### src/rtl/shift_seq8_if.sv
// shift_seq8_if -- command/result bundle for the shift_seq8 multi-cycle shifter.
// The master issues commands (start/op/shamt/d_in).
// The slave (the shifter) reports busy/done/d_out.
interface shift_seq8_if;
    logic       start;
    logic [1:0] op;
    logic [3:0] shamt;
    logic [7:0] d_in;
    logic       busy;
    logic       done;
    logic [7:0] d_out;

    modport master (
        output start,
        output op,
        output shamt,
        output d_in,
        input  busy,
        input  done,
        input  d_out
    );

    modport slave (
        input  start,
        input  op,
        input  shamt,
        input  d_in,
        output busy,
        output done,
        output d_out
    );
endinterface

### src/rtl/shift_seq8.sv
// shift_seq8 -- 8-bit multi-cycle shifter.
// A total shift of 0..15 is built from passes of at most 3 positions.
// Every pass goes through one shared 2-bit-amount shift stage.
// Operations: 00 LSL, 01 LSR, 10 ASR, 11 ROR.
// Optional feature macro: SHIFT_SEQ8_ROR_EN enables rotate-right for op=11.
// Without it, op=11 completes immediately and returns the operand unchanged.
module shift_seq8 (
    input  logic         clk,
    input  logic         reset_n,
    shift_seq8_if.slave  bus
);

    typedef enum logic [1:0] {
        IDLE  = 2'd0,
        SHIFT = 2'd1,
        DONE  = 2'd2
    } state_t;

    state_t     state_q, state_d;
    logic [7:0] work_q,  work_d;
    logic [1:0] op_q,    op_d;
    logic [3:0] rem_q,   rem_d;
    logic [7:0] d_out_q, d_out_d;
    logic       busy_q,  busy_d;
    logic       done_q,  done_d;

    logic [1:0] step;
    logic [7:0] shifted;
    logic       skip_op;

    // One pass of the shared shift stage: shift w by amt (0..3) according to op.
    function automatic logic [7:0] shift_pass(input logic [7:0] w,
                                              input logic [1:0] sel,
                                              input logic [1:0] amt);
        logic [7:0]  res;
        logic [15:0] rot;
        res = w;
        rot = 16'h0000;
        case (sel)
            2'b00:   res = w << amt;
            2'b01:   res = w >> amt;
            2'b10:   res = $signed(w) >>> amt;
            default: begin
`ifdef SHIFT_SEQ8_ROR_EN
                rot = {w, w} >> amt;
                res = rot[7:0];
`else
                rot = {8'h00, w};
                res = rot[7:0];
`endif
            end
        endcase
        return res;
    endfunction

    // Pass size and shifted working value for the current SHIFT cycle.
    always_comb begin
        step    = (rem_q > 4'd3) ? 2'd3 : rem_q[1:0];
        shifted = shift_pass(work_q, op_q, step);
`ifdef SHIFT_SEQ8_ROR_EN
        skip_op = 1'b0;
`else
        skip_op = (bus.op == 2'b11);
`endif
    end

    // Next-state logic: command acceptance, pass sequencing and result capture.
    always_comb begin
        state_d = state_q;
        work_d  = work_q;
        op_d    = op_q;
        rem_d   = rem_q;
        d_out_d = d_out_q;
        case (state_q)
            IDLE: begin
                if (bus.start) begin
                    work_d = bus.d_in;
                    op_d   = bus.op;
                    if (skip_op || bus.shamt == 4'd0) begin
                        rem_d   = 4'd0;
                        state_d = DONE;
                    end else begin
                        rem_d   = bus.shamt;
                        state_d = SHIFT;
                    end
                end
            end
            SHIFT: begin
                work_d  = shifted;
                rem_d   = rem_q - {2'b00, step};
                state_d = (rem_d == 4'd0) ? DONE : SHIFT;
            end
            DONE: begin
                state_d = IDLE;
            end
            default: begin
                state_d = IDLE;
            end
        endcase
        busy_d = (state_d != IDLE);
        done_d = (state_d == DONE);
        if (state_d == DONE && state_q != DONE) begin
            d_out_d = work_d;
        end
    end

    // State, datapath and registered outputs, all cleared asynchronously by reset.
    always_ff @(posedge clk or negedge reset_n) begin
        if (!reset_n) begin
            state_q <= IDLE;
            work_q  <= 8'h00;
            op_q    <= 2'b00;
            rem_q   <= 4'd0;
            d_out_q <= 8'h00;
            busy_q  <= 1'b0;
            done_q  <= 1'b0;
        end else begin
            state_q <= state_d;
            work_q  <= work_d;
            op_q    <= op_d;
            rem_q   <= rem_d;
            d_out_q <= d_out_d;
            busy_q  <= busy_d;
            done_q  <= done_d;
        end
    end

    assign bus.busy  = busy_q;
    assign bus.done  = done_q;
    assign bus.d_out = d_out_q;

endmodule

### src/flat_wrapper.sv
// flat-port wrapper written by rule: the top's interface ports become plain ports
module shift_seq8_flat 
  (clk, reset_n, bus_start, bus_op, bus_shamt, bus_d_in, bus_busy, bus_done, bus_d_out);
  shift_seq8_if bus_i ();
  input  logic clk;
  input  logic reset_n;
  input wire logic [$bits(bus_i.start)-1:0] bus_start;
  input wire logic [$bits(bus_i.op)-1:0] bus_op;
  input wire logic [$bits(bus_i.shamt)-1:0] bus_shamt;
  input wire logic [$bits(bus_i.d_in)-1:0] bus_d_in;
  output wire logic [$bits(bus_i.busy)-1:0] bus_busy;
  output wire logic [$bits(bus_i.done)-1:0] bus_done;
  output wire logic [$bits(bus_i.d_out)-1:0] bus_d_out;
  assign bus_i.start = bus_start;
  assign bus_i.op = bus_op;
  assign bus_i.shamt = bus_shamt;
  assign bus_i.d_in = bus_d_in;
  assign bus_busy = bus_i.busy;
  assign bus_done = bus_i.done;
  assign bus_d_out = bus_i.d_out;
  shift_seq8 u_core (.clk(clk), .reset_n(reset_n), .bus(bus_i));
endmodule
### config.mk
export PLATFORM = sky130hd
export DESIGN_NAME = shift_seq8_flat
export DESIGN_NICKNAME = d
export VERILOG_FILES = /design/src/rtl/shift_seq8_if.sv /design/src/rtl/shift_seq8.sv /design/src/flat_wrapper.sv
export SDC_FILE = /design/constraint.sdc
export NUM_CORES = 1
export LEC_CHECK = 0
export ABC_AREA = 1
export ABC_CLOCK_PERIOD_IN_PS = 2200
export BUFFER_PORTS_ARGS = -buffer_cell sky130_fd_sc_hd__buf_2
export CORE_MARGIN = 2
export CORE_UTILIZATION = 56
export DETAILED_ROUTE_END_ITERATION = 10
export PLACE_DENSITY = 0.86
export SLEW_MARGIN = 40
export SYNTH_ARGS = -nofsm -noshare
export SYNTH_HDL_FRONTEND = slang
export SYNTH_SLANG_ARGS = --single-unit
### constraint.sdc
create_clock -name clk -period 2.2 [get_ports clk]
set_clock_uncertainty 0.15 [all_clocks]
set_input_delay 0.33 -clock clk [delete_from_list [all_inputs] [get_ports clk]]
set_output_delay 0.33 -clock clk [all_outputs]
set_load 0.02 [all_outputs]
==> summary.md <==
| Metric | Value |
|---|---|
| Status | complete, no violations |
| Slew margin rel. | 0.626 |
| Synth Cell Area | approximately 1800 µm² |
| P_leak | around 1.1 nW |
| Final min period | ~2 ns |
| Placed inst area | ~1900 µm² |
| Part of the cycle the worst path needs | 0.894 |
| Post_cts resized | 0 |
| Worst r2r path cells | 11 |
| Global route overflow | 0 |
| CTS H-tree lvls | 1 |
| Drt via density | roughly 5.5 |
| Layout cells sized above 1 | 0.186 |
| Slew @ Worst Pin | roughly 0.56 ns |
| CORE AREA | just over 3000 µm² |
| R2R Setup Slk | approximately 0.23 ns |
| Fin Setup TNS | 0 ns |
| Slew Limit Fails | 0 |
| Slowest stage delay, CP | 0.43 ns |
| Final Hold Fails | 0 |
| Vias | ~1800 |
| Die W | 60.3 µm |
| VDD IR max | 0.944 mV |
| Post-Synth Adder-Cell Area | 0.00704 |
| Hold Path Class | input port to register |
| Crit path DAT | slightly above 2 ns |
| Detailed Routing Iterations Pass 1 | 5 |
| GRT Total Usage | 0.271 |
| Area grow syn2layout | 11.3% |
| Syn Inst Count | ~260 |
| Cell Rows | 20 |
| Slowest-stage cell, CP | dfrtp_1 |
| I/O Pins | 27 |
| Dpl hpwl | roughly 3200 µm |
| Min Hold Slack | roughly 0.085 ns |
| Cell mode on critical path | nand2_1 |
| Clk slew on worst S/H paths | about 0.13 ns |
| Overall Power | 0.00337 W |
| MaxCap Viol Count | 0 |
| Post-synthesis xor/xnor area fraction | 0 |
| RSZ-0062 raised after global routing | false |
| ANT nets after route | 0 |
| PortBufs | 26 |
| Post-Syn Nets | around 280 |
| Post-CTS Repair Setup Buffers | 0 |
| Power Density | 1700 nW/µm² |
| GRT met3 Usage | 0.0195 |
| CP endpoint kind | register |
| Hold Crit Depth | 3 |
| RePlAce Congestion | between 0.9 and 1 |
| Vias in the first global route | approximately 1600 |
| Synth unique cells | 27 |
| WP data required | around 2.3 ns |
| Maximum clock rate | 508 MHz |
| CP delay by family, top | simple AND/OR/NAND/NOR gates |
| Clk_lat worst skew | about 0.32 ns |
| Initial drt markers | 108 |
| Crit Path Max Fanout | 7 |
| WHS Endpoint | u_core.op_q[0]$_DFFE_PN0P_ |
| Met1 usage | 0.399 |
| Post-Synth Simple-Gate Area | 0.405 |
| Die Y-Extent | 60.3 µm |
| DIE AREA | between 3000 and 4000 µm² |
| Most Crowded Layer GR | met2 |
| Met2 Resource Use GR | 0.432 |
| Ant diodes | 0 |
| Yosys reg bits | 26 |
| Placed cell count | around 330 |
| Remaining DRCs | 0 |
| CTS tree | yes |
| Initial antenna violation count | 0 |
| Worst Hold Launch | bus_op[0] |
| Syn_area_per_cell | slightly below 7 µm² |
| Clock tree root buffer cell | clkbuf_4 |
| First-pass GRT wire length | 7450 µm |
| Syn. warnings | 0 |
| R2R Path Start | u_core.rem_q[2]$_DFFE_PN0P_ |
| Largest family of logic cells by synthesized area | simple AND/OR/NAND/NOR gates |
| Setup CP Type | register to register |
| CTS buffer count | 3 |
| Total wire length | 4340 µm |
| Pin count of the biggest net entering global routing | 27 |
| Critical-path cell list | nor2_4 -> nor2_1 -> inv_1 -> ha_1 -> nand2_1 -> nor2_1 -> nand2_1 -> nand2_1 -> clkinv_1 -> nand2_1 -> nand2_1 |
| Post-synthesis sequential area ratio | 0.366 |
| Nets@finish | approximately 310 |
| Final setup violation count | 0 |
| Clk sinks | 26 |
| Mux cell area share after synthesis | 0 |
| Non-filler cells, final | around 340 |
| Buf/Inv on CP | 2 |
| Compound-Gate Fraction of Synth Area | 0.130 |
| Initial Util | 0.587 |
| Drt wl/cell | 13.0 µm |
| Post-layout instance area | ~2000 µm² |
| Clk buf depth | 2 |
| Worst reg2reg path endpoint | u_core.bus.d_out[0]$_DFFE_PN0P_ |
| Setup crit start kind | register |
-- flip-flops by register name, indices dropped and copies added (netlist names) --
| name | flops |
|---|---|
| u_core.bus.d_out | 8 |
| u_core.work_q | 8 |
| u_core.rem_q | 4 |
| u_core.op_q | 2 |
| u_core.state_q | 2 |
| u_core.bus.busy | 1 |
| u_core.bus.done | 1 |
-- report_power, final --
part	switching (W)	internal, W	total (W)
combinational	0.00152	0.000747	0.00227
sequential	0.000190	0.000714	0.000904
clock	0.000135	0.0000643	0.000199
total	0.00185	0.00153	0.00337
-- cell usage in the layout, fill, tap and decap left out, drive strengths merged --
master,netlist,layout
o22ai,3,3
a31oi,2,2
nor3,1,1
a21oi,14,14
o211ai,9,9
clkinv,2,2
nand4,1,1
buf,8,32
nand3,29,29
clkbuf,1,3
nand2,108,108
inv,25,25
o31ai,1,1
dfrtp,26,26
nor2,22,22
nor3b,1,1
ha,1,1
dlygate4sd3,0,1
o21ai,10,10
-- worst max-delay path by stage --
stage / from / to / cells after the start
after floorplan: u_core.rem_q[2]$_DFFE_PN0P_ / u_core.bus.d_out[3]$_DFFE_PN0P_ / 12
after global placement: u_core.rem_q[2]$_DFFE_PN0P_ / u_core.bus.d_out[4]$_DFFE_PN0P_ / 11
after detailed placement: u_core.rem_q[2]$_DFFE_PN0P_ / u_core.bus.d_out[0]$_DFFE_PN0P_ / 11
after CTS: u_core.rem_q[2]$_DFFE_PN0P_ / u_core.bus.d_out[0]$_DFFE_PN0P_ / 11
after global routing: u_core.rem_q[2]$_DFFE_PN0P_ / u_core.bus.d_out[5]$_DFFE_PN0P_ / 11
final: u_core.rem_q[2]$_DFFE_PN0P_ / u_core.bus.d_out[0]$_DFFE_PN0P_ / 11
-- worst register-to-register path, delay by kind of cell (launching register included) --
kind | cells | cell delay (ns)
flops | 1 | 0.43
fa+ha+maj | 1 | 0.19
buf+inv | 2 | 0.24
simple gates | 8 | 0.88
-- final cells by class --
type / instances / area, µm²
Multi-Input combinational cell: 202 / 963
Tap cell: 44 / 55.1
Inverter: 27 / 101
Clock buffer: 3 / 22.5
Timing Repair Buffer: 33 / 185
Fill cell: 292 / 1050
Sequential cell: 26 / 651
-- cells by family (layout without fill, tap and decap cells) --
group / after synthesis / count (layout)
AND/OR/NAND/NOR: 162 / 162
flip-flops: 26 / 26
buffers and inverters: 36 / 63
AO/OA/AOI/OAI: 39 / 39
adder cells (fa/ha/maj): 1 / 1
-- metal layers --
metal | wire, µm | vias up
li1 | - | 908
met1 | 1880 | 821
met2 | 2000 | 87
met3 | 375 | 11
met4 | 85 | 0
met5 | 0 | -
-- metrics by stage --
step | worst slack (ns) | util
6_report | 0.233 | 0.653
4_1_cts | 0.247 | 0.653
3_3_place_gp | 0.373 | 0.643
2_1_floorplan | 0.335 | -
5_1_grt | 0.0715 | 0.653
3_5_place_dp | 0.288 | 0.643
-- synthesized netlist by cell type --
cell type,number,area [µm²]
nor2_1,16,60.1
nor2_2,3,18.8
nand3_2,4,40.0
nor2_4,3,33.8
inv_1,20,75.1
nor3b_1,1,7.51
clkbuf_1,1,3.75
nand2_1,105,394
clkinv_1,2,7.51
o31ai_2,1,12.5
buf_2,4,20.0
dfrtp_1,26,651
o211ai_1,9,67.6
nand4_1,1,6.26
ha_1,1,12.5
nor3_1,1,5.00
a21oi_1,14,70.1
nand3_1,25,125
a31oi_1,2,12.5
o22ai_1,3,18.8
nand2_2,1,6.26
inv_2,5,18.8
o21ai_0,7,35.0
buf_6,2,22.5
buf_4,2,15.0
nand2_4,2,22.5
o21ai_1,3,15.0
-- timing repair --
action,in CTS,in global routing
hold buffers,1,0
endpoints found under the setup margin,0,0
endpoints found under the hold margin,26,0
Power figures use the tool's default switching activity.
